==> src/rtl/mips_pkg.sv <==
// Shared types and helpers for the MIPS pipeline control blocks.
// Forwarding select encodings, mult/div sequencer states and register-match helper.
package mips_pkg;

    typedef enum logic [1:0] {
        FWD_REG = 2'b00,
        FWD_WB  = 2'b01,
        FWD_MEM = 2'b10
    } fwd_sel_e;

    typedef enum logic [1:0] {
        IDLE = 2'b00,
        BUSY = 2'b01,
        DONE = 2'b10
    } md_state_e;

    localparam logic [4:0] REG_ZERO = 5'd0;

    // $0 is hard-wired, so a write to it can never create a dependency.
    function automatic logic reg_hit(input logic [4:0] dst, input logic [4:0] src);
        return (dst != REG_ZERO) && (dst == src);
    endfunction

endpackage

==> src/rtl/hazard_ctrl_muldiv_seq.sv <==
// Multi-cycle mult/div sequencer: tracks execute latency and pulses the HI/LO write.
// A start request is only honoured from IDLE; starts while BUSY/DONE are ignored.
module muldiv_seq
    import mips_pkg::*;
#(
    parameter int MUL_CYCLES = 4,
    parameter int DIV_CYCLES = 32
) (
    input  logic i_clk,
    input  logic i_reset,
    input  logic i_start,
    input  logic i_is_div,
    output logic o_busy,
    output logic o_hilo_we
);

    // Counter preload is latency-2: one cycle is spent in IDLE accepting the start
    // and one in DONE issuing the write strobe.
    localparam logic [5:0] MUL_LOAD = 6'(MUL_CYCLES - 2);
    localparam logic [5:0] DIV_LOAD = 6'(DIV_CYCLES - 2);

    md_state_e   r_state;
    md_state_e   w_state_nxt;
    logic [5:0]  r_cnt;
    logic [5:0]  w_cnt_nxt;

    always_ff @(posedge i_clk) begin
        if (i_reset) begin
            r_state <= IDLE;
            r_cnt   <= 6'd0;
        end else begin
            r_state <= w_state_nxt;
            r_cnt   <= w_cnt_nxt;
        end
    end

    always_comb begin
        w_state_nxt = r_state;
        w_cnt_nxt   = r_cnt;
        case (r_state)
            IDLE: begin
                if (i_start) begin
                    w_cnt_nxt   = i_is_div ? DIV_LOAD : MUL_LOAD;
                    w_state_nxt = BUSY;
                end
            end
            BUSY: begin
                if (r_cnt == 6'd0) begin
                    w_state_nxt = DONE;
                end else begin
                    w_cnt_nxt = r_cnt - 6'd1;
                end
            end
            DONE:    w_state_nxt = IDLE;
            default: w_state_nxt = IDLE;
        endcase
    end

    assign o_busy    = (r_state == BUSY);
    assign o_hilo_we = (r_state == DONE);

endmodule

==> src/rtl/hazard_ctrl.sv <==
// Pipeline hazard controller: forwarding selects, stall/flush generation,
// mult/div sequencing and a saturating stall-cycle counter.
module hazard_ctrl
    import mips_pkg::*;
#(
    parameter int MUL_CYCLES = 4,
    parameter int DIV_CYCLES = 32,
    parameter int PERF_W     = 16
) (
    input  logic              clk,
    input  logic              reset,
    input  logic [4:0]        rs_D,
    input  logic [4:0]        rt_D,
    input  logic              uses_rs_D,
    input  logic              uses_rt_D,
    input  logic              branch_D,
    input  logic              hilo_read_D,
    input  logic              muldiv_D,
    input  logic [4:0]        rs_E,
    input  logic [4:0]        rt_E,
    input  logic [4:0]        writereg_E,
    input  logic              REGWRITE_E,
    input  logic              MEMTOREG_E,
    input  logic              muldiv_start_E,
    input  logic              is_div_E,
    input  logic [4:0]        writereg_M,
    input  logic              REGWRITE_M,
    input  logic              MEMTOREG_M,
    input  logic [4:0]        writereg_WB,
    input  logic              REGWRITE_WB,
    output logic              forwardA_D,
    output logic              forwardB_D,
    output logic [1:0]        forwardA_E,
    output logic [1:0]        forwardB_E,
    output logic              stall_F,
    output logic              stall_D,
    output logic              flush_E,
    output logic              muldiv_busy,
    output logic              hilo_we,
    output logic [PERF_W-1:0] stall_cycles
);

    logic              w_lw_stall;
    logic              w_br_stall;
    logic              w_md_stall;
    logic              w_stall;
    logic              w_busy;
    logic              w_hilo_we;
    logic [PERF_W-1:0] r_stall_cycles;

    // Memory stage wins over writeback: it holds the younger result.
    function automatic fwd_sel_e fwd_sel(input logic [4:0] src);
        if (REGWRITE_M && reg_hit(writereg_M, src)) begin
            return FWD_MEM;
        end else if (REGWRITE_WB && reg_hit(writereg_WB, src)) begin
            return FWD_WB;
        end
        return FWD_REG;
    endfunction

    assign forwardA_E = fwd_sel(rs_E);
    assign forwardB_E = fwd_sel(rt_E);

    // A load in M has no ALU result to forward; the branch stall covers that case.
    assign forwardA_D = REGWRITE_M && !MEMTOREG_M && reg_hit(writereg_M, rs_D);
    assign forwardB_D = REGWRITE_M && !MEMTOREG_M && reg_hit(writereg_M, rt_D);

    assign w_lw_stall = MEMTOREG_E && REGWRITE_E &&
                        ((uses_rs_D && reg_hit(writereg_E, rs_D)) ||
                         (uses_rt_D && reg_hit(writereg_E, rt_D)));

    assign w_br_stall = branch_D &&
                        ((REGWRITE_E && (reg_hit(writereg_E, rs_D) || reg_hit(writereg_E, rt_D))) ||
                         (MEMTOREG_M && (reg_hit(writereg_M, rs_D) || reg_hit(writereg_M, rt_D))));

    assign w_md_stall = w_busy && (hilo_read_D || muldiv_D);

    assign w_stall = w_lw_stall || w_br_stall || w_md_stall;
    assign stall_F = w_stall;
    assign stall_D = w_stall;
    assign flush_E = w_stall;

    muldiv_seq #(
        .MUL_CYCLES (MUL_CYCLES),
        .DIV_CYCLES (DIV_CYCLES)
    ) u_muldiv_seq (
        .i_clk     (clk),
        .i_reset   (reset),
        .i_start   (muldiv_start_E),
        .i_is_div  (is_div_E),
        .o_busy    (w_busy),
        .o_hilo_we (w_hilo_we)
    );

    assign muldiv_busy = w_busy;
    assign hilo_we     = w_hilo_we;

    always_ff @(posedge clk) begin
        if (reset) begin
            r_stall_cycles <= '0;
        end else if (w_stall && (r_stall_cycles != {PERF_W{1'b1}})) begin
            r_stall_cycles <= r_stall_cycles + 1'b1;
        end
    end

    assign stall_cycles = r_stall_cycles;

endmodule

==> config.mk <==
export PLATFORM = sky130hd
export DESIGN_NAME = hazard_ctrl
export DESIGN_NICKNAME = d
export VERILOG_FILES = /design/src/rtl/mips_pkg.sv /design/src/rtl/hazard_ctrl_muldiv_seq.sv /design/src/rtl/hazard_ctrl.sv
export SDC_FILE = /design/constraint.sdc
export NUM_CORES = 1
export LEC_CHECK = 0
export ABC_AREA = 1
export BUFFER_PORTS_ARGS = -buffer_cell sky130_fd_sc_hd__buf_2
export CAP_MARGIN = 10
export CORE_ASPECT_RATIO = 2
export CORE_UTILIZATION = 45
export CTS_CLUSTER_DIAMETER = 30
export DETAILED_ROUTE_END_ITERATION = 10
export HOLD_SLACK_MARGIN = 0.05
export PLACE_DENSITY_LB_ADDON = 0.3
export SETUP_SLACK_MARGIN = 0.05
export SLEW_MARGIN = 25
export SYNTH_ARGS = -nofsm -noshare
export SYNTH_HDL_FRONTEND = slang
export SYNTH_HIERARCHICAL = 1
export SYNTH_SLANG_ARGS = --single-unit
==> constraint.sdc <==
create_clock -name clk -period 1.4 [get_ports clk]
set_input_delay 0.14 -clock clk [delete_from_list [all_inputs] [get_ports clk]]
set_output_delay 0.14 -clock clk [all_outputs]
set_load 0.02 [all_outputs]
==> flow_summary.ini, run 1 <==
[status]
status = finished with violations
violations = setup timing

[sta]
final_hold_viol_count = 0
tightest_slew_ns = 0.537
setup_violations = 22
rsz0062_at_grt = true
relSlewSlack_pct = 64.2
fin_skew_ns = 0.00530
slew_violations = 0
post-route-period-util_pct = 116
period_minus_slack_ns = 1.62
fmax_ghz = 0.617
fin_ws_ns = -0.220

[die]
num_io_pins = 76
die_y_um = 98.7
start_util_pct = 47.5
die_x_um = 50.3
core-area_mm2 = 0.00442
die_area_mm2 = 0.00496
rows = 34

[clock_network]
htreeDepth = 1
clkLatencyLatePin_ns = 0.27
cts_tree = yes
cts_root_buf = clkbuf_8
path_clk_slew_ns = 0.09
cts-buffers-inserted = 3
cts_max_path_buffers = 2
cts_sinks = 24

[yosys]
synth-compound-area-share_pct = 10.1
yosys.area.top_type = dfxtp_1
synthAdderAreaFrac_pct = 1.79
synth_edf_count = 0
async_flop_share_pct = 0
avgSynthCellArea_um2 = 6.08
yosysTopAreaCellShare_pct = 22.9
yosys.area_share.simple_pct = 45.2
muxShareOfSynthArea_pct = 0
yosys_warnings = 6
synth_cells = 346
synth-main-ff-cell = dfxtp_1
yosysUniqueCellTypes = 32
synth_top_family_by_area = simple AND/OR/NAND/NOR gates
seq_area_frac_synth_pct = 22.9
synthXorXnorAreaFrac_pct = 7.50
synth.area.top_cells = dfxtp_1 (23%), nand2_1 (15%), nor2_1 (11%), inv_1 (7.3%), nand3_1 (7.1%)
ys_seq_elements = 24
synthesis.nets = 398
synth_area_mm2 = 0.00210

[critical_path]
timing.rr.end = stall_cycles[12]
cp_num_buf_inv = 4
reg2reg_slack_ns = -0.22
path_class = register to register
cpMaxStageDelayCell = dfxtp_4
critPathMaxFanout = 4
r2r_start = stall_cycles[1]
critical-path-max-stage-delay_ns = 0.38
cp_common_cell = buf_4
reg2regPathDepth = 11
crit_start = stall_cycles[1]
worstSetupEndpointType = register
start_kind = register
crit_arrival_ns = 1.80
cp.required_ns = 1.58
path_cells = ha_4 -> inv_2 -> nor2_4 -> nand3_4 -> buf_4 -> buf_6 -> nor4_4 -> buf_4 -> nand3_2 -> nand2_1 -> nor2_1
crit_family = simple AND/OR/NAND/NOR gates

[finish]
fillCellCount = 337
stdcell_area_mm2 = 0.00331
mostFrequentLayoutCells = nand2_1 (80), buf_2 (63), nor2_1 (48), buf_4 (48), inv_1 (40)
seqCellArea_um2 = 492
finalNetCount = 520
final_util_pct = 74.7
diodes = 0
final_common_cell = nand2_1
drive_gt1_share_pct = 43.0
multi_input_area_mm2 = 0.00166
syn2layout_area_growth_pct = 57.3

[power]
p_sw_mw = 0.839
power_density_mw_per_mm2 = 686
p_clk_share_pct = 24.3
comb_power_share_pct = 41.1
leakage_nw = 1.65
p_seq_share_pct = 34.6
switching_share_pct = 37.0
peakVddDrop_v = 0.00111
p_int_mw = 1.43

[place]
io_buffers = 75
placed_area_mm2 = 0.00282
hpwl_mm = 4.95
gp_congestion = 0.870

[worst_hold_path]
min_path_type = input port to register
worstHoldStart = reset
hold_depth = 2
hold_end = u_muldiv_seq/r_state[0]

[routing]
antenna_left = 0
drt-pass1-iter-count = 5
routed_wl_mm = 7.40
drtIter0Drc = 78
drc_errors = 0
wl_per_cell_um = 14.2
vias_per_cell = 5.26
vias = 2743

[job]
drv_cap = 0

[grt]
antenna_found_initial = 0
grt_overflow = 0
grt_max_degree = 18
track_usage_pct = 28.4
grt_pass1_vias = 2621
grt_pass1_wl_mm = 11.0
flip-flops by register name, indices dropped and copies added (netlist names):
name,flops
stall_cycles,16
u_muldiv_seq/r_state,2
u_muldiv_seq/r_cnt,6
per-layer routing:
| metal | up-vias | track usage, % | wire length [µm] |
|---|---|---|---|
| met1 | 1287 | 25.7 | 2590 |
| met4 | 0 | 15.0 | 296 |
| met2 | 80 | 57.1 | 4290 |
| met5 | - | 0 | 0 |
| li1 | 1351 | - | - |
| met3 | 25 | 3.24 | 224 |
through the flow:
stage          TNS, ns  setup WS [ns]  hold slack (ns)  std cells  total power [mW]
6_report         -2.95         -0.220           0.0830        521              2.27
5_1_grt          -4.76         -0.288           0.0906        521              2.40
3_3_place_gp     -3.51         -0.198            0.371        502              1.55
4_1_cts          -2.16         -0.163           0.0791        517              2.19
3_5_place_dp     -3.95         -0.231            0.377        502              1.56
2_1_floorplan   -0.689         -0.132            0.212        346              1.34
cell usage after synthesis (2+ instances only):
| cell type | instances |
|---|---|
| nand3_1 | 30 |
| a221oi_1 | 2 |
| dfxtp_1 | 24 |
| inv_2 | 4 |
| ha_1 | 3 |
| o22ai_1 | 2 |
| nor2_2 | 4 |
| xor2_1 | 9 |
| buf_6 | 5 |
| nor3_1 | 8 |
| buf_4 | 3 |
| nand2_2 | 3 |
| o21ai_0 | 6 |
| nor4_1 | 5 |
| nor2_1 | 60 |
| a21oi_1 | 19 |
| nand2_1 | 84 |
| xnor2_1 | 9 |
| inv_1 | 41 |
| nand3_2 | 5 |
| nand4_1 | 5 |
| nand2_4 | 2 |
| o2111ai_1 | 2 |
| nor2_4 | 2 |
| clkinv_2 | 2 |
worst register-to-register path: stages (launching register included):
cell	delay (ns)
dfxtp_4	0.38
ha_4	0.13
inv_2	0.04
nor2_4	0.10
nand3_4	0.10
buf_4	0.15
buf_6	0.11
nor4_4	0.20
buf_4	0.16
nand3_2	0.06
nand2_1	0.06
nor2_1	0.04
final cells by class:
type                    instances  area share [%]
well taps                      54            2.04
flip-flops and latches         24            14.9
clock buffers                   4            2.01
inverters                      47            5.71
multi-input cells             268            50.2
repair buffers                124            25.1
worst max path at each step:
stage	end	slack, ns	cells past startpoint
final	stall_cycles[12]	-0.22	11
after global routing	stall_cycles[15]	-0.29	9
after CTS	stall_cycles[5]	-0.16	12
after detailed placement	stall_cycles[6]	-0.23	15
after global placement	flush_E	-0.20	12
after floorplan	stall_cycles[13]	-0.13	13
power by group through the flow:
| stage | clock network, mW | logic, mW | registers (mW) |
|---|---|---|---|
| 4_1_cts | 0.560 | 0.851 | 0.780 |
| 3_5_place_dp | 0 | 0.767 | 0.796 |
| 2_1_floorplan | 0 | 0.544 | 0.799 |
| 3_3_place_gp | 0 | 0.751 | 0.795 |
| 5_1_grt | 0.582 | 1.02 | 0.789 |
| 6_report | 0.551 | 0.933 | 0.784 |
cells by family (layout without fill, tap and decap cells):
kind of cell	after synthesis	in the layout
buf+inv	56	175
simple gates	210	212
compound gates	35	35
xor+xnor	18	18
fa+ha+maj	3	3
flops	24	24
what timing repair did:
item / CTS / global route
gates resized for setup: 40 / 39
pin swaps: 18 / 15
hold buffers: 0 / 0
setup endpoints to repair: 24 / 28
buffers inserted: 10 / 3
gates cloned: 1 / 1
No activity file was read; power rests on OpenSTA's default activity.
==> run 2: changes to the inputs <==
==> constraint.sdc (replaced) <==
create_clock -name clk -period 1.81 [get_ports clk]
set_input_delay 0.181 -clock clk [delete_from_list [all_inputs] [get_ports clk]]
set_output_delay 0.181 -clock clk [all_outputs]
set_load 0.02 [all_outputs]
==> run 2 against run 1 <==
Against the previous run:
- the run now ends clean
- sequential share of layout area is 3.2 points higher
- register-to-register slack better by 0.35 ns
- worst hold slack better by 0.044 ns
- first-iteration DRC count is 56% lower
- largest cell class unchanged
==> flow_summary.ini, run 2 (same netlist as run 1, synthesis figures left out) <==
[sta]
setup_violations = 0
slew_violations = 0
post-route-period-util_pct = 92.8
period_minus_slack_ns = 1.68
relSlewSlack_pct = 63.6
rsz0062_at_grt = true
fin_ws_ns = 0.131
fin_skew_ns = 0.00552
tns_ns = 0
final_hold_viol_count = 0
tightest_slew_ns = 0.546
fmax_ghz = 0.596

[critical_path]
path_cells = ha_1 -> inv_2 -> nor2_1 -> nand3_2 -> nor2_4 -> nand3_4 -> clkinv_4 -> nor2_2 -> nand3_1 -> nor2_2 -> a21oi_1 -> nor2_1
start_kind = register
reg2reg_slack_ns = 0.13
critical-path-max-stage-delay_ns = 0.37
timing.rr.end = stall_cycles[13]
worstSetupEndpointType = register
cpMaxStageDelayCell = dfxtp_2
path_class = register to register
r2r_start = stall_cycles[0]
cp.required_ns = 1.98
crit_arrival_ns = 1.85
critPathMaxFanout = 7
reg2regPathDepth = 12

[status]
status = finished, final reports clean

[finish]
syn2layout_area_growth_pct = 27.0
largest_reg_flops = 16
fin_cells = 482
fillCellCount = 447
diodes = 0
mostFrequentLayoutCells = nand2_1 (83), buf_2 (72), nor2_1 (59)
drive_gt1_share_pct = 28.5
final_common_cell = nand2_1
stdcell_area_mm2 = 0.00267
finalNetCount = 481

[clock_network]
cts_sinks = 24
cts_max_path_buffers = 2
path_clk_slew_ns = 0.08
htreeDepth = 1
cts_hold_repair.buffers = 0
cts_tree = yes
clkLatencyLatePin_ns = 0.27
cts-buffers-inserted = 3
cts_root_buf = clkbuf_8

[grt]
grtUsageMet1_pct = 20.2
grt_pass1_vias = 2363
grt_overflow = 0
use_met2_pct = 53.2
met3_usage_pct = 2.78
track_usage_pct = 24.9
antenna_found_initial = 0
grt_pass1_wl_mm = 9.65
grt.busiest_layer = met2
grt_max_degree = 18

[routing]
routed_wl_mm = 6.15
wl_per_cell_um = 12.8
vias_per_cell = 5.20
vias = 2508
drtIter0Drc = 34
drc_errors = 0
antenna_left = 0
drt-pass1-iter-count = 4

[die]
rows = 34
die_x_um = 50.3
num_io_pins = 76
die_y_um = 98.7
core-area_mm2 = 0.00442
start_util_pct = 47.5
die_area_mm2 = 0.00496

[job]
drv_cap = 0

[power]
peakVddDrop_v = 0.000732
switching_share_pct = 36.4
p_seq_share_pct = 38.6
p_sw_mw = 0.569
p_int_mw = 0.994
power_density_mw_per_mm2 = 585
leakage_nw = 1.39
p_clk_share_pct = 23.5
comb_power_share_pct = 37.9
power_mw = 1.56

[place]
io_buffers = 75
pre_cts_ws_ns = 0.0529
placed_area_mm2 = 0.00250
dp.cells = 469
hpwl_mm = 4.82
gp_congestion = 0.840

[worst_hold_path]
min_path_type = input port to register
worstHoldStart = reset
hold_depth = 2
hold_end = u_muldiv_seq/r_state[1]
## run 2: stage by stage
stage	util, %	hold slack [ns]
6_report	60.3	0.127
4_1_cts	58.6	0.132
3_5_place_dp	56.4	0.418
3_3_place_gp	56.4	0.401
2_1_floorplan	-	0.253
5_1_grt	60.3	0.128
## run 2: layout make-up
class,count,area (µm²),share of cell area [%]
timing repair buffer,86,465,17.4
sequential,24,483,18.1
tap,54,67.6,2.53
clock buffer,4,55.1,2.06
inverter,47,183,6.84
multi-input combinational,267,1420,53.0
## run 2: power by group through the flow
stage                     combinational, mW  clock, mW  sequential (mW)
after CTS                             0.565      0.372            0.602
after global routing                  0.655      0.393            0.610
after global placement                0.532          0            0.612
after floorplan                       0.404          0            0.613
after detailed placement              0.544          0            0.613
final                                 0.592      0.367            0.603
## run 2: repair_timing
action / 4_1_cts / 5_1_grt
cloned: 1 / 0
pin swaps: 1 / 1
setup endpoints to repair: 6 / 14
gates resized for setup: 5 / 7
hold endpoints to repair: 0 / 0
buffers inserted: 1 / 7
## run 2: worst max path at each step
stage	to	cells past startpoint	slack [ns]	from
floorplan	stall_cycles[8]	12	0.06	stall_cycles[0]
global placement	stall_cycles[8]	12	0.09	stall_cycles[0]
detailed placement	stall_cycles[13]	12	0.05	stall_cycles[0]
CTS	stall_cycles[13]	12	0.09	stall_cycles[1]
global route	stall_cycles[8]	13	0.006	stall_cycles[0]
finish	stall_cycles[13]	12	0.13	stall_cycles[0]
## run 2: critical path, delay by kind of cell (launching register included)
| family | cells | cell delay (ns) |
|---|---|---|
| fa+ha+maj | 1 | 0.16 |
| buf+inv | 2 | 0.15 |
| compound gates | 1 | 0.15 |
| simple gates | 8 | 0.76 |
| flops | 1 | 0.37 |
## run 2: per-layer routing
| metal | share of wire (%) | vias up |
|---|---|---|
| li1 | - | 1274 |
| met1 | 33 | 1131 |
| met2 | 59 | 88 |
| met3 | 4.7 | 15 |
| met4 | 3.3 | 0 |
| met5 | 0 | - |
==> run 3: changes to the inputs <==
--- a/config.mk
+++ b/config.mk
@@ -18,5 +18,4 @@
 export SLEW_MARGIN = 25
 export SYNTH_ARGS = -nofsm -noshare
 export SYNTH_HDL_FRONTEND = slang
-export SYNTH_HIERARCHICAL = 1
 export SYNTH_SLANG_ARGS = --single-unit
==> run 3 against run 2 <==
Against the previous run:
- non-clock buffer count decreased by 1
- clock skew decreased by 0.0014 ns
- cell count decreased by 2.3%
- worst hold slack got worse by 0.0081 ns
- clock power increased by 29%
- wire length decreased by 4.9%
- clock-buffer cell count decreased by 1
- critical endpoint is now forwardA_E[1]
- synthesized cell count decreased by 2.3%
- sequential power decreased by 2%
==> flow_summary.ini, run 3 <==
[yosys]
async_flop_share_pct = 0
avgSynthCellArea_um2 = 5.98
synth.area.top_cells = dfxtp_1 (24%), nand2_1 (16%), nor2_1 (9.1%), inv_1 (8.9%), nand3_1 (6.7%)
yosysTopAreaCellShare_pct = 23.8
synthesis.nets = 390
ys_seq_elements = 24
synth_area_mm2 = 0.00202
yosysUniqueCellTypes = 35
yosys_warnings = 0
synth_edf_count = 0
synth_cells = 338
yosys.area.top_type = dfxtp_1
seq_area_frac_synth_pct = 23.8
post-synth-top-count-cell = nand2_1
synth-main-ff-cell = dfxtp_1
synthTopCellsByCount = nand2_1 (87), nor2_1 (49), inv_1 (48)

[clock_network]
cts-buffers-inserted = 3
cts_root_buf = clkbuf_8
cts_sinks = 24
cts_tree = yes
path_clk_slew_ns = 0.09
htreeDepth = 1
cts_max_path_buffers = 2
clkLatencyLatePin_ns = 0.27
cts_hold_repair.buffers = 0

[routing]
vias = 2439
wl_per_cell_um = 12.4
routed_wl_mm = 5.85
drt-pass1-iter-count = 4
drc_errors = 0
antenna_left = 0
vias_per_cell = 5.18
drtIter0Drc = 77

[finish]
final_util_pct = 59.8
drive_gt1_share_pct = 26.1
seqCellArea_um2 = 487
syn2layout_area_growth_pct = 28.3
diodes = 0
finalNetCount = 470
fin_cells = 471
multi_input_area_mm2 = 0.00129
final_common_cell = nand2_1
mostFrequentLayoutCells = nand2_1 (86), buf_2 (72), nor2_1 (48)
largest_reg_flops = 16
fillCellCount = 447

[die]
die_area_mm2 = 0.00478
num_io_pins = 76
core-area_mm2 = 0.00434
start_util_pct = 46.6
rows = 34
die_x_um = 49.4
die_y_um = 96.8

[place]
gp_congestion = 0.945
hpwl_mm = 4.68
dp.cells = 462
io_buffers = 75

[power]
peakVddDrop_v = 0.000416
leakage_nw = 1.36
power_density_mw_per_mm2 = 632

[critical_path]
worstSetupEndpointType = output port
critPathMaxFanout = 5
cp.required_ns = 1.63
reg2regPathDepth = 8
path_class = input port to output port
start_kind = input port
crit_arrival_ns = 1.53

[sta]
slew_violations = 0
final_hold_viol_count = 0
relSlewSlack_pct = 59.2
post-route-period-util_pct = 94.4
rsz0062_at_grt = false
tightest_slew_ns = 0.606
period_minus_slack_ns = 1.71
hold-worst-slack_ns = 0.119
fmax_ghz = 0.585
fin_skew_ns = 0.00412
tns_ns = 0
setup_violations = 0

[worst_hold_path]
hold_depth = 2
min_path_type = input port to register

[grt]
antenna_found_initial = 0
track_usage_pct = 24.6
grt_pass1_wl_mm = 9.15
grt_pass1_vias = 2249
grt_max_degree = 36
grt_overflow = 0

[job]
drv_cap = 0

[status]
status = finished, final reports clean
==> run 3: final timing paths <==
kind                              start  slack, ns                      end
setup / recovery          writereg_M[2]       0.10            forwardA_E[1]
hold / removal                    reset       0.12  u_muldiv_seq.r_state[1]
setup reg to reg        stall_cycles[0]       0.16          stall_cycles[6]
hold reg to reg   u_muldiv_seq.r_cnt[0]       0.47    u_muldiv_seq.r_cnt[0]
==> run 3: routing by layer <==
layer	routed length (µm)	GRT usage, %
met2	3320	50.8
met3	196	1.10
met1	2010	20.7
met4	325	16.3
met5	0	0
==> run 3: where the power goes <==
part / leakage (nW) / switching, mW / total [mW] / internal, mW
combinational: 1.13 / 0.343 / 0.575 / 0.232
sequential: 0.197 / 0.0265 / 0.592 / 0.566
clock: 0.0357 / 0.177 / 0.473 / 0.296
==> run 3: worst max-delay path, stage by stage <==
cell and delay (ns):
buf_2 0.15, xnor2_1 0.22, o221ai_1 0.15, nor4_1 0.54
buf_2 0.28
==> run 3: cells by family (layout without fill, tap and decap cells) <==
logic type      after synthesis  after routing  share of synthesized area [%]
fa+ha+maj                     3              3                           1.86
simple gates                187            187                           40.0
flops                        24             24                           23.8
buf+inv                      61            140                           13.8
xor+xnor                     16             16                           6.93
compound gates               47             47                           13.7
==> run 3: final cells by class <==
type / count / share of cell area (%)
clock inverters: 1 / 1.16
inverters: 51 / 7.43
clock buffers: 3 / 1.59
repair buffers: 85 / 18.8
flip-flops and latches: 24 / 18.8
well taps: 54 / 2.60
multi-input cells: 253 / 49.7
==> run 3: repair_timing <==
| action | 4_1_cts | 5_1_grt |
|---|---|---|
| resized for setup | 1 | 12 |
| endpoints found under the setup margin | 2 | 18 |
| pin swaps | 0 | 5 |
| buffers inserted | 0 | 4 |
| gates cloned | 0 | 1 |
==> run 3: per-stage QoR <==
stage | cell area (µm²) | setup slack (ns) | total power, mW
floorplan | 2030 | 0.0471 | 0.976
global placement | 2430 | 0.0496 | 1.13
detailed placement | 2430 | 0.0291 | 1.14
CTS | 2510 | 0.0583 | 1.61
global route | 2590 | 0.0495 | 1.74
finish | 2590 | 0.102 | 1.64
